===== src/rtl/spike_count_pool.sv =====
// spike_count_pool: windowed MN pool spike counter with timestamped event FIFO
module spike_count_pool #(
    parameter int NN      = 8,
    parameter int FIFO_AW = 6
) (
    input  logic               rawclk,
    input  logic               reset_sim,
    input  logic               spike_in,
    input  logic               slot_valid,
    input  logic [NN:0]        neuron_index,
    input  logic [15:0]        window_sweeps,
    input  logic               rd_en,
    output logic [31:0]        spike_count_out,
    output logic               count_valid,
    output logic [31:0]        event_data,
    output logic               event_empty,
    output logic               event_full,
    output logic [FIFO_AW:0]   event_level,
    output logic               event_overflow
);
    localparam int DEPTH = 2 ** FIFO_AW;

    logic [31:0]        mem [DEPTH];
    logic [FIFO_AW-1:0] wr_ptr, rd_ptr;
    logic [FIFO_AW:0]   level_nx;
    logic [15:0]        ts, sweep_cnt, win_len, win_eff;
    logic [31:0]        acc, acc_nx;
    logic               hit, sweep_end, win_close, wr, rd;

    // slot qualification, window close detection and FIFO handshake
    always_comb begin
        hit       = slot_valid && spike_in;
        sweep_end = slot_valid && (neuron_index == '1);
        win_close = sweep_end && (sweep_cnt + 16'd1 == win_len);
        win_eff   = (window_sweeps == 16'd0) ? 16'd1 : window_sweeps;
        acc_nx    = (hit && acc != 32'hFFFF_FFFF) ? acc + 32'd1 : acc;
        wr        = hit && !event_full;
        rd        = rd_en && !event_empty;
        level_nx  = event_level + (FIFO_AW+1)'(wr) - (FIFO_AW+1)'(rd);
    end

    assign event_data = event_empty ? 32'd0 : mem[rd_ptr];

    // event storage; pointers gate visibility so the array needs no reset
    always_ff @(posedge rawclk) begin
        if (!reset_sim && wr)
            mem[wr_ptr] <= {ts, {(15-NN){1'b0}}, neuron_index};
    end

    // counting, timestamp and FIFO bookkeeping
    always_ff @(posedge rawclk) begin
        if (reset_sim) begin
            ts              <= '0;
            sweep_cnt       <= '0;
            win_len         <= win_eff;
            acc             <= '0;
            spike_count_out <= '0;
            count_valid     <= 1'b0;
            wr_ptr          <= '0;
            rd_ptr          <= '0;
            event_level     <= '0;
            event_empty     <= 1'b1;
            event_full      <= 1'b0;
            event_overflow  <= 1'b0;
        end else begin
            ts              <= sweep_end ? ts + 16'd1 : ts;
            sweep_cnt       <= win_close ? 16'd0 : sweep_end ? sweep_cnt + 16'd1 : sweep_cnt;
            win_len         <= win_close ? win_eff : win_len;
            acc             <= win_close ? 32'd0 : acc_nx;
            spike_count_out <= win_close ? acc_nx : spike_count_out;
            count_valid     <= win_close;
            wr_ptr          <= wr ? wr_ptr + 1'b1 : wr_ptr;
            rd_ptr          <= rd ? rd_ptr + 1'b1 : rd_ptr;
            event_level     <= level_nx;
            event_empty     <= (level_nx == '0);
            event_full      <= (level_nx == (FIFO_AW+1)'(DEPTH));
            event_overflow  <= event_overflow || (hit && event_full);
        end
    end
endmodule


===== config.mk =====
export PLATFORM = sky130hd
export DESIGN_NAME = spike_count_pool
export DESIGN_NICKNAME = d
export VERILOG_FILES = /design/src/rtl/spike_count_pool.sv
export SDC_FILE = /design/constraint.sdc
export NUM_CORES = 2
export LEC_CHECK = 0
export ABC_AREA = 1
export CORE_UTILIZATION = 45
export CTS_CLUSTER_DIAMETER = 150
export DETAILED_ROUTE_END_ITERATION = 7
export PLACE_DENSITY_LB_ADDON = 0.05
export SLEW_MARGIN = 20
export SYNTH_ARGS = -nofsm -noshare
export SYNTH_HDL_FRONTEND = slang
export SYNTH_SLANG_ARGS = --single-unit

===== constraint.sdc =====
create_clock -name rawclk -period 6.64 [get_ports rawclk]
set_input_delay 1.66 -clock rawclk [delete_from_list [all_inputs] [get_ports rawclk]]
set_output_delay 1.66 -clock rawclk [all_outputs]
set_load 0.005 [all_outputs]

== Yosys cells after proc, flatten, opt, wreduce, memory -nomap -nowiden ==
Memories as Yosys holds them, arrays and structs flattened. A register that Yosys moved wholly into a read port is not among the register bits.
Cells that the tools add are included.

* Add/subtract/negate cells: 7
* Equal/unequal tests: 4
* Muxes and demuxes: 9
* Reduce and logical (&&, ||, !) cells: 16

{| class="wikitable"
|+ Operators with widths
! operator !! count
|-
| 32-bit two-way mux || 2
|-
| 16-bit two-way mux || 3
|-
| 16-bit by 1-bit adder with 16-bit output, second input constant || 2
|-
| 32-bit by 1-bit adder with 32-bit output, second input constant || 1
|-
| 32-bit != test, second input constant || 1
|-
| 16-bit == test || 1
|-
| 16-bit zero test || 1
|-
| 6-bit by 1-bit adder with 6-bit output, second input constant || 2
|-
| 6-bit two-way mux || 2
|-
| 9-bit == test, second input constant || 1
|-
| 1-bit logical AND || 8
|-
| 7-bit by 1-bit adder with 7-bit output || 1
|-
| 7-bit == test, second input constant || 1
|-
| 7-bit zero test || 1
|-
| 7-bit by 1-bit subtractor with 7-bit output || 1
|-
| 1-bit zero test || 3
|-
| 1-bit two-way mux || 2
|-
| 2-bit nonzero test || 1
|-
| 2-bit OR reduction || 1
|-
| 1-bit logical OR || 1
|}

* Flip-flop bits (word level): 135
* Memory bits (writable): 1,600
* Word-level logic and storage cells: 49
* Memories: 1

{| class="wikitable"
|+ Memory list
! memory !! words !! bits a word !! rd ports !! clocked after Yosys merged registers in !! write ports !! RTL line !! text
|-
| mem || 64 || 25 || 1 || 1 || 1 || 23 || <nowiki>logic [31:0] mem [DEPTH];</nowiki>
|}

== Logic depth before layout (Yosys ltp) ==
* Word-level depth: 5
* Mapped depth: 15

== Least setup slack after synthesis ==
OpenSTA, ideal clock, no wires.

* Path kind: input to register
* From: input slot_valid
* To: memory mem[0][0] (netlist name), enable pin
* Library setup time: 0.407 ns
* Data arrival time: 3.736 ns
* Path slack: 2.497 ns
* Stages on the path: 6
* Path through: nand2_1 > nor2_1 > clkinv_1 > nor2_1 > nand4_1 > nor2_1

* Word-level cells in the longest chain between the ends: 5

{| class="wikitable"
|+ RTL lines
! element !! RTL line !! text
|-
| from (decl) || 9 || <nowiki>input logic slot_valid,</nowiki>
|-
| 1-bit logical AND || 32 || <nowiki>hit = slot_valid && spike_in;</nowiki>
|-
| 1-bit logical AND || 37 || <nowiki>wr = hit && !event_full;</nowiki>
|-
| 1-bit logical AND || 46 || <nowiki>if (!reset_sim && wr)</nowiki>
|-
| 1-bit two-way mux || 46 ||
|-
| 1-bit two-way mux (not written as such) || 47 || <nowiki>mem[wr_ptr] <= {ts, {(15-NN){1'b0}}, neuron_index};</nowiki>
|-
| to (decl) || 23 ||
|}

No other way between the ends.

==> flow_summary.toml <==
[clock_network]
clk_latency_ns = 0.82
cts_tree = "yes"
post-cts-setup-buffers = 0
clock-root-buffer = "clkbuf_16"
cts_hold_buffers = 0
clockBufferDepth = 3
cts_buffers = 183
cts.htree.levels = 4
clkTransAtPathRegs_ns = 0.06
clock_sinks = 1741
cts_resized = 0

[timing]
relSlewSlack_pct = 24.99
slew_viol_final = 0
max_freq_mhz = 159.4
layout_setup_ws_ns = 0.3650
rsz0062_at_grt = "false"
skew_ns = 0.02236
setup_tns_ns = 0
worst_slew_pin_slew_ns = 1.122
period_minus_slack_ns = 6.275
setup_viol = 0
post-route-period-util_pct = 94.50
hold_violations = 0

[min_path]
hp-class = "flip-flop to flip-flop"
min_from = "event_overflow"

[worst_setup_path]
critical_path.top_delay_family = "simple AND/OR/NAND/NOR gates"
reg2reg_from = "sweep_cnt[0]"
path_class = "flip-flop to output pin"
crit_buf_inv = 2
cp.arrival_ns = 4.61
cpMaxStageDelayCell = "dfxtp_4"
crit_top_cell = "nand3_1"
path_max_fanout = 109
setup.worst_path.end_class = "output pin"
critPathMaxStageDelay_ns = 0.68
startpoint_type = "flip-flop"
cp.required_ns = 4.98
path_cells = "buf_12 -> nor2_1 -> nor2_1 -> o21ai_0 -> o211ai_1 -> nand3_1 -> nand3_1 -> nand3_1 -> a21oi_1 -> clkdlybuf4s50_1"

[die]
die_area_sq_um = 158100
io_pins = 105
num_rows = 144
start_util_pct = 45.52
fp.coreArea_sq_um = 154800
die_x_um = 397.7
die_height_um = 397.7

[place]
dp_slack_ns = 1.347
numPortBuffers = 97
gp_congestion = 0.8552
dpl.hpwl_mm = 113.6

[grt]
antenna_found_initial = 10
grt_pass1_wl_mm = 299.0
grt.overflow.total = 0
grtUsageTotal_pct = 25.80
grt_max_degree = 114
first_global_vias = 43989

[final_layout]
area_delta_synth_final_pct = 13.53
final_nets = 5954
layout.area.seq_sq_um = 51070
multi_input_area_sq_um = 17490
nFillCells = 13397
layout-drive-gt1-share_pct = 8.516

[power_and_ir_drop]
leakagePower_nw = 26.21
irDropWorstVdd_uv = 253.5
p_per_area_nw_per_um2 = 297.0

[routing]
drcViolationCount = 0
vias = 46728
drtPass1Iterations = 6
wl_per_cell_um = 25.34
antenna_left = 0
drt_wl_total_mm = 205.3
drtIter0Drc = 4479
drt-vias-per-instance = 5.765

[synthesis]
yosys.cell_types.count = 41
yosys_warnings = 0
yosys_register_bits = 1741
synthCells = 5856
netlist.top_cell.by_area = "edfxtp_1"
syn_avg_cell_area_sq_um = 12.03
synth.most_common_cell = "edfxtp_1"
synth_common_cells = "edfxtp_1, nor2_1, o21ai_0"
ys_seq_area_share_pct = 72.43
synth_enable_flop_cells = 1616
synth_top_area_share_pct = 68.88
yosys-top-cells-area = "edfxtp_1, nor2_1, o21ai_0"
synthFlopType = "edfxtp_1"
syn_area_sq_um = 70450
async_flop_share_pct = 0

[flow_run]
maxCapViolCount = 0

[outcome]
status = "completed"
power breakdown:
part,total (W),switching (W),internal [W],leakage (nW)
Sequential,0.0120,0.0000496,0.0119,15.7
Clock,0.00983,0.00425,0.00558,2.76
Combinational,0.00197,0.00135,0.000615,7.72
Total,0.0238,0.00565,0.0181,26.2
tightest hold or removal path: cells and delay by family, from the launching register on:
kind                   cells  cell delay [ns]
DFF                        1             0.31
buffers and inverters      1             0.05
AOI/OAI and AO/OA          1             0.05
cell usage in the layout, fill, tap and decap left out, drive strengths merged:
| cell type | n |
|---|---|
| a21oi | 113 |
| a31oi | 1 |
| a41o | 1 |
| and3 | 1 |
| buf | 180 |
| bufinv | 7 |
| clkbuf | 265 |
| clkdlybuf4s50 | 88 |
| clkinv | 51 |
| clkinvlp | 1 |
| conb | 7 |
| dfxtp | 125 |
| diode | 2 |
| edfxtp | 1616 |
| fa | 1 |
| ha | 12 |
| inv | 171 |
| mux2i | 1 |
| nand2 | 482 |
| nand3 | 469 |
| nand3b | 6 |
| nand4 | 50 |
| nor2 | 1186 |
| nor3 | 35 |
| nor3b | 3 |
| nor4 | 7 |
| o211ai | 225 |
| o21a | 5 |
| o21ai | 770 |
| o21bai | 2 |
| o221ai | 125 |
| o22ai | 1 |
| o31ai | 25 |
| xnor2 | 2 |
| xor2 | 24 |
| xor3 | 1 |
final cells by class:
class                           instances  area share, %
Sequential cell                      1741          63.84
Timing Repair Buffer                  268          3.185
Antenna cell                            2       0.006257
Multi-Input combinational cell       3555          21.87
Tap cell                             2044          3.197
Inverter                              162         0.7915
Clock inverter                         68         0.7774
Clock buffer                          265          6.334
cells by family after synthesis:
family                     after synthesis  synth area share (%)
muxes                                    1               0.01421
and+or+nand+nor                       2239                 13.14
buffers and inverters                  566                 3.218
AOI/OAI and AO/OA                     1268                 10.60
xor gates and xnor gates                27                0.3570
adders and majority gates               13                0.2415
DFF                                   1741                 72.43
other                                    1              0.005323
metal layers:
metal | share of wire, % | GRT usage [%] | vias up
li1 | - | - | 21429
met1 | 46 | 38.53 | 23418
met2 | 45 | 39.03 | 1620
met3 | 7.4 | 4.508 | 257
met4 | 2.3 | 6.525 | 4
met5 | 0.015 | 0 | -
per-stage QoR:
step | power, W | util [%] | area [sq um] | hold slack [ns] | instances
after floorplan | 0.01337 | - | 70470 | 0.4466 | 5862
after global placement | 0.01415 | 48.00 | 74290 | 0.4403 | 7770
after detailed placement | 0.01416 | 48.00 | 74290 | 0.4455 | 7770
after CTS | 0.02393 | 51.68 | 79980 | 0.4584 | 8103
after global routing | 0.02453 | 51.68 | 79980 | 0.4867 | 8103
final | 0.02375 | 51.68 | 79990 | 0.4648 | 8105
state kept, by name, summed over array words and instances, names as in the netlist, named ones only:
signal           count
mem               1600
acc                 32
spike_count_out     32
sweep_cnt           16
ts                  16
win_len             16
event_level          7
rd_ptr               6
wr_ptr               6
count_valid          1
event_empty          1
event_full           1
event_overflow       1
path summary, 6_finish.rpt:
path                     to  slack [ns]  cells after the start
max          event_data[31]        0.37                     10
min          event_overflow        0.46                      2
min reg2reg  event_overflow        0.46                      2
max reg2reg     win_len[12]        2.74                     13
No activity file was read; power rests on OpenSTA's default activity.
